===== config.mk =====
export PLATFORM = sky130hd
export DESIGN_NAME = draw_cmd_arbiter
export DESIGN_NICKNAME = d
export VERILOG_FILES = /design/src/rtl/draw_cmd_arbiter.sv
export SDC_FILE = /design/constraint.sdc
export NUM_CORES = 1
export LEC_CHECK = 0
export CORE_AREA = 2 2 198 200
export DETAILED_ROUTE_END_ITERATION = 6
export DIE_AREA = 0 0 200 202
export PLACE_DENSITY = 0.59
export SLEW_MARGIN = 5
export SYNTH_ARGS = -nofsm -noshare
export SYNTH_HDL_FRONTEND = slang
export SYNTH_SLANG_ARGS = --single-unit

===== constraint.sdc =====
create_clock -name clk -period 4.03 [get_ports clk]
set_input_delay 0.806 -clock clk [delete_from_list [all_inputs] [get_ports clk]]
set_output_delay 0.806 -clock clk [all_outputs]
set_load 0.02 [all_outputs]

===== src/rtl/draw_cmd_arbiter.sv =====
// draw_cmd_arbiter
// Round-robin arbiter that shares one rectangle-draw engine between several
// command sources, with a per-frame command budget re-armed by frame_start.
//
// Ports:
//   clk, rst            clock, asynchronous active-high reset
//   enable              when low, no new grants are issued
//   frame_start         single-cycle pulse, re-arms the per-frame budget
//   in_valid/in_ready   per-source handshake (in_ready one-hot or zero)
//   in_x/y/w/h/color    packed per-source rectangle fields (source i at slot i)
//   out_valid/out_ready handshake towards the draw engine
//   out_x/y/w/h/color   registered command held for the engine
//   out_src             index of the source that issued the held command
//   frame_count         commands accepted since the last frame_start
//   budget_hit          high while frame_count equals MAX_PER_FRAME
module draw_cmd_arbiter #(
  parameter int NUM_REQ       = 4,
  parameter int PIX_WIDTH     = 32,
  parameter int MAX_PER_FRAME = 8
) (
  input  logic                           clk,
  input  logic                           rst,
  input  logic                           enable,
  input  logic                           frame_start,
  input  logic [NUM_REQ-1:0]             in_valid,
  output logic [NUM_REQ-1:0]             in_ready,
  input  logic [NUM_REQ*16-1:0]          in_x,
  input  logic [NUM_REQ*16-1:0]          in_y,
  input  logic [NUM_REQ*16-1:0]          in_w,
  input  logic [NUM_REQ*16-1:0]          in_h,
  input  logic [NUM_REQ*PIX_WIDTH-1:0]   in_color,
  output logic                           out_valid,
  input  logic                           out_ready,
  output logic [15:0]                    out_x,
  output logic [15:0]                    out_y,
  output logic [15:0]                    out_w,
  output logic [15:0]                    out_h,
  output logic [PIX_WIDTH-1:0]           out_color,
  output logic [$clog2(NUM_REQ)-1:0]     out_src,
  output logic [7:0]                     frame_count,
  output logic                           budget_hit
);

  localparam int SRC_W = $clog2(NUM_REQ);
  localparam logic [7:0] MAX_CNT = 8'(MAX_PER_FRAME);

  localparam logic [0:0] ST_EMPTY = 1'b0;
  localparam logic [0:0] ST_FULL  = 1'b1;

  logic [0:0]           state_q, state_d;
  logic [SRC_W-1:0]     last_grant_q, last_grant_d;
  logic [SRC_W-1:0]     out_src_q, out_src_d;
  logic [15:0]          out_x_q, out_x_d;
  logic [15:0]          out_y_q, out_y_d;
  logic [15:0]          out_w_q, out_w_d;
  logic [15:0]          out_h_q, out_h_d;
  logic [PIX_WIDTH-1:0] out_color_q, out_color_d;
  logic [7:0]           frame_count_q, frame_count_d;
  logic                 budget_hit_q, budget_hit_d;

  logic                 found;
  logic [SRC_W-1:0]     sel;
  logic [SRC_W-1:0]     cand;
  int unsigned          base;
  logic                 grant_ok;
  logic                 accept;
  logic [15:0]          x_sel, y_sel, w_sel, h_sel;
  logic [PIX_WIDTH-1:0] color_sel;

  // Round-robin scan starting just after the last granted source.
  always_comb begin
    found = 1'b0;
    sel   = '0;
    cand  = '0;
    base  = 32'(last_grant_q);
    for (int unsigned k = 0; k < NUM_REQ; k++) begin
      cand = SRC_W'((base + 1 + k) % NUM_REQ);
      if (!found && in_valid[cand]) begin
        found = 1'b1;
        sel   = cand;
      end
    end
  end

  // rst gates the grant so in_ready drops in the same cycle reset asserts.
  always_comb begin
    grant_ok = (state_q == ST_EMPTY) && enable && !rst &&
               ((frame_count_q < MAX_CNT) || frame_start);
    accept   = grant_ok && found;
    in_ready = accept ? (NUM_REQ'(1) << sel) : '0;
  end

  always_comb begin
    x_sel     = '0;
    y_sel     = '0;
    w_sel     = '0;
    h_sel     = '0;
    color_sel = '0;
    for (int unsigned i = 0; i < NUM_REQ; i++) begin
      if (SRC_W'(i) == sel) begin
        x_sel     = in_x[16*i +: 16];
        y_sel     = in_y[16*i +: 16];
        w_sel     = in_w[16*i +: 16];
        h_sel     = in_h[16*i +: 16];
        color_sel = in_color[PIX_WIDTH*i +: PIX_WIDTH];
      end
    end
  end

  always_comb begin
    state_d      = state_q;
    last_grant_d = last_grant_q;
    out_src_d    = out_src_q;
    out_x_d      = out_x_q;
    out_y_d      = out_y_q;
    out_w_d      = out_w_q;
    out_h_d      = out_h_q;
    out_color_d  = out_color_q;

    case (state_q)
      ST_EMPTY: begin
        if (accept) begin
          state_d      = ST_FULL;
          last_grant_d = sel;
          out_src_d    = sel;
          out_x_d      = x_sel;
          out_y_d      = y_sel;
          out_w_d      = w_sel;
          out_h_d      = h_sel;
          out_color_d  = color_sel;
        end
      end
      ST_FULL: begin
        if (out_ready) state_d = ST_EMPTY;
      end
      default: state_d = ST_EMPTY;
    endcase
  end

  // An accept in the frame_start cycle counts towards the new frame.
  always_comb begin
    frame_count_d = frame_count_q;
    if (frame_start) begin
      frame_count_d = accept ? 8'd1 : 8'd0;
    end else if (accept && (frame_count_q < MAX_CNT)) begin
      frame_count_d = frame_count_q + 8'd1;
    end
    budget_hit_d = (frame_count_d == MAX_CNT);
  end

  always_ff @(posedge clk or posedge rst) begin
    if (rst) begin
      state_q       <= ST_EMPTY;
      last_grant_q  <= SRC_W'(NUM_REQ - 1);
      out_src_q     <= '0;
      out_x_q       <= '0;
      out_y_q       <= '0;
      out_w_q       <= '0;
      out_h_q       <= '0;
      out_color_q   <= '0;
      frame_count_q <= '0;
      budget_hit_q  <= 1'b0;
    end else begin
      state_q       <= state_d;
      last_grant_q  <= last_grant_d;
      out_src_q     <= out_src_d;
      out_x_q       <= out_x_d;
      out_y_q       <= out_y_d;
      out_w_q       <= out_w_d;
      out_h_q       <= out_h_d;
      out_color_q   <= out_color_d;
      frame_count_q <= frame_count_d;
      budget_hit_q  <= budget_hit_d;
    end
  end

  assign out_valid   = (state_q == ST_FULL);
  assign out_x       = out_x_q;
  assign out_y       = out_y_q;
  assign out_w       = out_w_q;
  assign out_h       = out_h_q;
  assign out_color   = out_color_q;
  assign out_src     = out_src_q;
  assign frame_count = frame_count_q;
  assign budget_hit  = budget_hit_q;

endmodule


==> results.toml <==
[timing]
hold_viol_final = 0
finalSetupViolCount = 0
setup-tns-final_ps = 0
rsz0062_at_grt = "no"
skew_ps = 14.2
fin_crit_ps = 3680
report.final.slew_viol_count = 0
hold_ws_ps = 494
worst_slew_pin_slew_ps = 846
fmax_ghz = 0.272
setup_ws_ps = 354
relSlewSlack_pct = 43.6
timing.final.crit_share_pct = 91.2

[die]
die_y_microns = 202
initial_core_util_pct = 18.5
placementRows = 72
io_pins = 505
die_w_microns = 200
die_area_sq_mm = 0.0404
core_area_sq_mm = 0.0383

[hold_path]
min_path_type = "reg2reg"

[power_and_ir_drop]
power_mw = 6.05
worst_ir_drop_vdd_mv = 0.388
leakage_nw = 5.32
p_per_area_mw_per_mm2 = 468

[synthesis]
ys_seq_area_share_pct = 38.8
synthCells = 606
yosys_most_used_dff = "dfrtp_1"
synth.lib_cells_used.distinct = 40
synth_edf_count = 0
async_reset_ff_share_pct = 100
syn_nets = 1000
syn-cell-area_sq_mm = 0.00710
yosysWarningCount = 0
ys_ff_latch = 110
avgSynthCellArea_sq_um = 11.7

[global_route]
antenna_found_initial = 0
grt_pass1_wl_microns = 42600
grt_pass1_vias = 7192
grt_overflow_total = 0
track_usage_pct = 14.0
grt_max_degree = 107

[worst_setup_path]
slowest_stage = "clkdlybuf4s50_1"
crit_path_max_fanout = 6
cpLargestDelayFamily = "buffers and inverters"
crit_path_end_kind = "output port"
critPathArrivalTime_ps = 2870
path_cells = "clkdlybuf4s50_1, and3b_1, o32ai_2, nand3b_1, nor2_1, clkdlybuf4s50_1"
crit_required_ps = 3220
start_kind = "input port"
cp_common_cell = "clkdlybuf4s50_1"
path_class = "in2out"
cp_num_buf_inv = 2
critPathMaxStageDelay_ps = 610

[run_status]
outcome = "finished clean"

[clock_tree]
clock_latency_ps = 380
cts_hold_buf = 0
cts_buffer_depth = 2
htreeDepth = 3
post_cts_resized = 0
post_cts_buffers = 0
path_clk_slew_ps = 90
clock-sinks = 110
cts_tree = "built"
cts_root_buf = "clkbuf_16"
numCtsBuffers = 9

[cells_and_area]
fin_cells = 1601
drive_above_1_share_pct = 10.3
area_growth_pct = 82.0
antenna_cells = 0
stdcell_area_sq_mm = 0.0129
fill_cells = 3869
nets = 1472
final_util_pct = 33.8

[detailed_routing]
viasPerCell = 4.24
ant_nets = 0
totalWireLength_microns = 29200
drc = 0
dr.pass1.iters = 4
vias = 6787
wl_per_cell_microns = 18.2
initialDrtViolationCount = 218

[run]
drv_cap = 0

[place]
dp.cells = 1585
placed_area_sq_mm = 0.0126
dp_hpwl_microns = 22800
portBuffers = 504
place_ws_ps = 248
gp_congestion = 0.831
## flip-flops by register name (all words and copies together) (netlist names)
signal	count
last_grant_q	2
out_valid	1
frame_count	8
out_y	16
out_w	16
out_h	16
out_x	16
out_color	32
out_src	2
budget_hit	1
## placed cells by master, fill, tap and decap left out, drive strengths merged, types with 2 or more instances in the layout
| cell | instances |
|---|---|
| inv | 9 |
| nand2b | 2 |
| a211oi | 2 |
| clkbuf | 9 |
| dfrtp | 108 |
| clkdlybuf4s50 | 504 |
| a21oi | 6 |
| buf | 11 |
| nor2b | 8 |
| and3 | 2 |
| o21ai | 2 |
| a21o | 2 |
| nor4 | 3 |
| clkinvlp | 2 |
| a221oi | 95 |
| mux2i | 193 |
| nor2 | 105 |
| dfstp | 2 |
| nor3 | 3 |
## cells by family (layout without fill, tap and decap cells)
logic type,count (synthesis),count (layout),synth area share (%)
buffers and inverters,59,536,5.64
xor gates and xnor gates,1,1,0.123
AOI/OAI and AO/OA,112,112,20.2
muxes,193,193,27.2
and+or+nand+nor,130,130,7.86
adders and majority gates,1,1,0.176
DFF,110,110,38.8
## worst reg2reg max path: cells and delay by family (launching register included)
family                 cells  cell delay [ps]
AO/OA/AOI/OAI              1              240
AND/OR/NAND/NOR            4             1010
flip-flops                 1              410
buffers and inverters      2             1160
## synth_stat cells, types with 2 or more instances
cell type / instances / area, sq um
dfrtp_1: 108 / 2700
nand2b_1: 2 / 12.5
and3_1: 2 / 12.5
nor2_1: 104 / 390
nor3_1: 2 / 10.0
a211oi_1: 2 / 15.0
nor4_1: 3 / 18.8
inv_1: 5 / 18.8
a21oi_1: 6 / 30.0
buf_6: 10 / 113
buf_8: 2 / 30.0
buf_4: 5 / 37.5
a221oi_2: 77 / 1160
buf_2: 19 / 95.1
a221oi_1: 18 / 158
clkbuf_4: 6 / 45.0
mux2i_1: 193 / 1930
nor2b_1: 8 / 50.1
dfstp_2: 2 / 52.6
a21o_1: 2 / 15.0
clkbuf_1: 9 / 33.8
buf_1: 2 / 7.51
o21ai_0: 2 / 10.0
## final cells by class
cell class              count  area [sq um]  share of cell area [%]
flip-flops and latches    110          2760                    21.3
clock buffers               9           225                    1.74
well taps                 518           648                    5.01
clock inverters             7          87.6                   0.678
repair buffers            515          5220                    40.3
multi-input cells         437          3970                    30.7
inverters                   5          21.3                   0.165
## layer usage
metal  track usage [%]  share of wire (%)  vias up
met4              4.02                2.1        0
met1              16.2                 40     3206
met5                 0                  0        -
met3              4.36                7.9       30
met2              24.5                 50      285
li1                  -                  -     3266
## report_power, final
part           internal [mW]  total (mW)  leakage [nW]  switching (mW)
Combinational           1.71        3.33          3.95            1.62
Sequential              1.50        1.74          1.23           0.233
Clock                  0.499       0.986         0.148           0.487
Total                   3.71        6.05          5.32            2.34
## final timing paths
check	slack, ps	to	cells past startpoint	from
worst min-delay path	490	out_src[1]	1	out_src[1]
min in group asynchronous	850	out_valid	2	rst
worst max-delay path	350	in_ready[1]	6	in_valid[3]
max in group asynchronous	2350	out_x[9]	3	rst
worst min register to register	490	out_src[1]	1	out_src[1]
worst max register to register	1110	out_h[12]	7	out_valid
(Power assumes the default switching activity.)
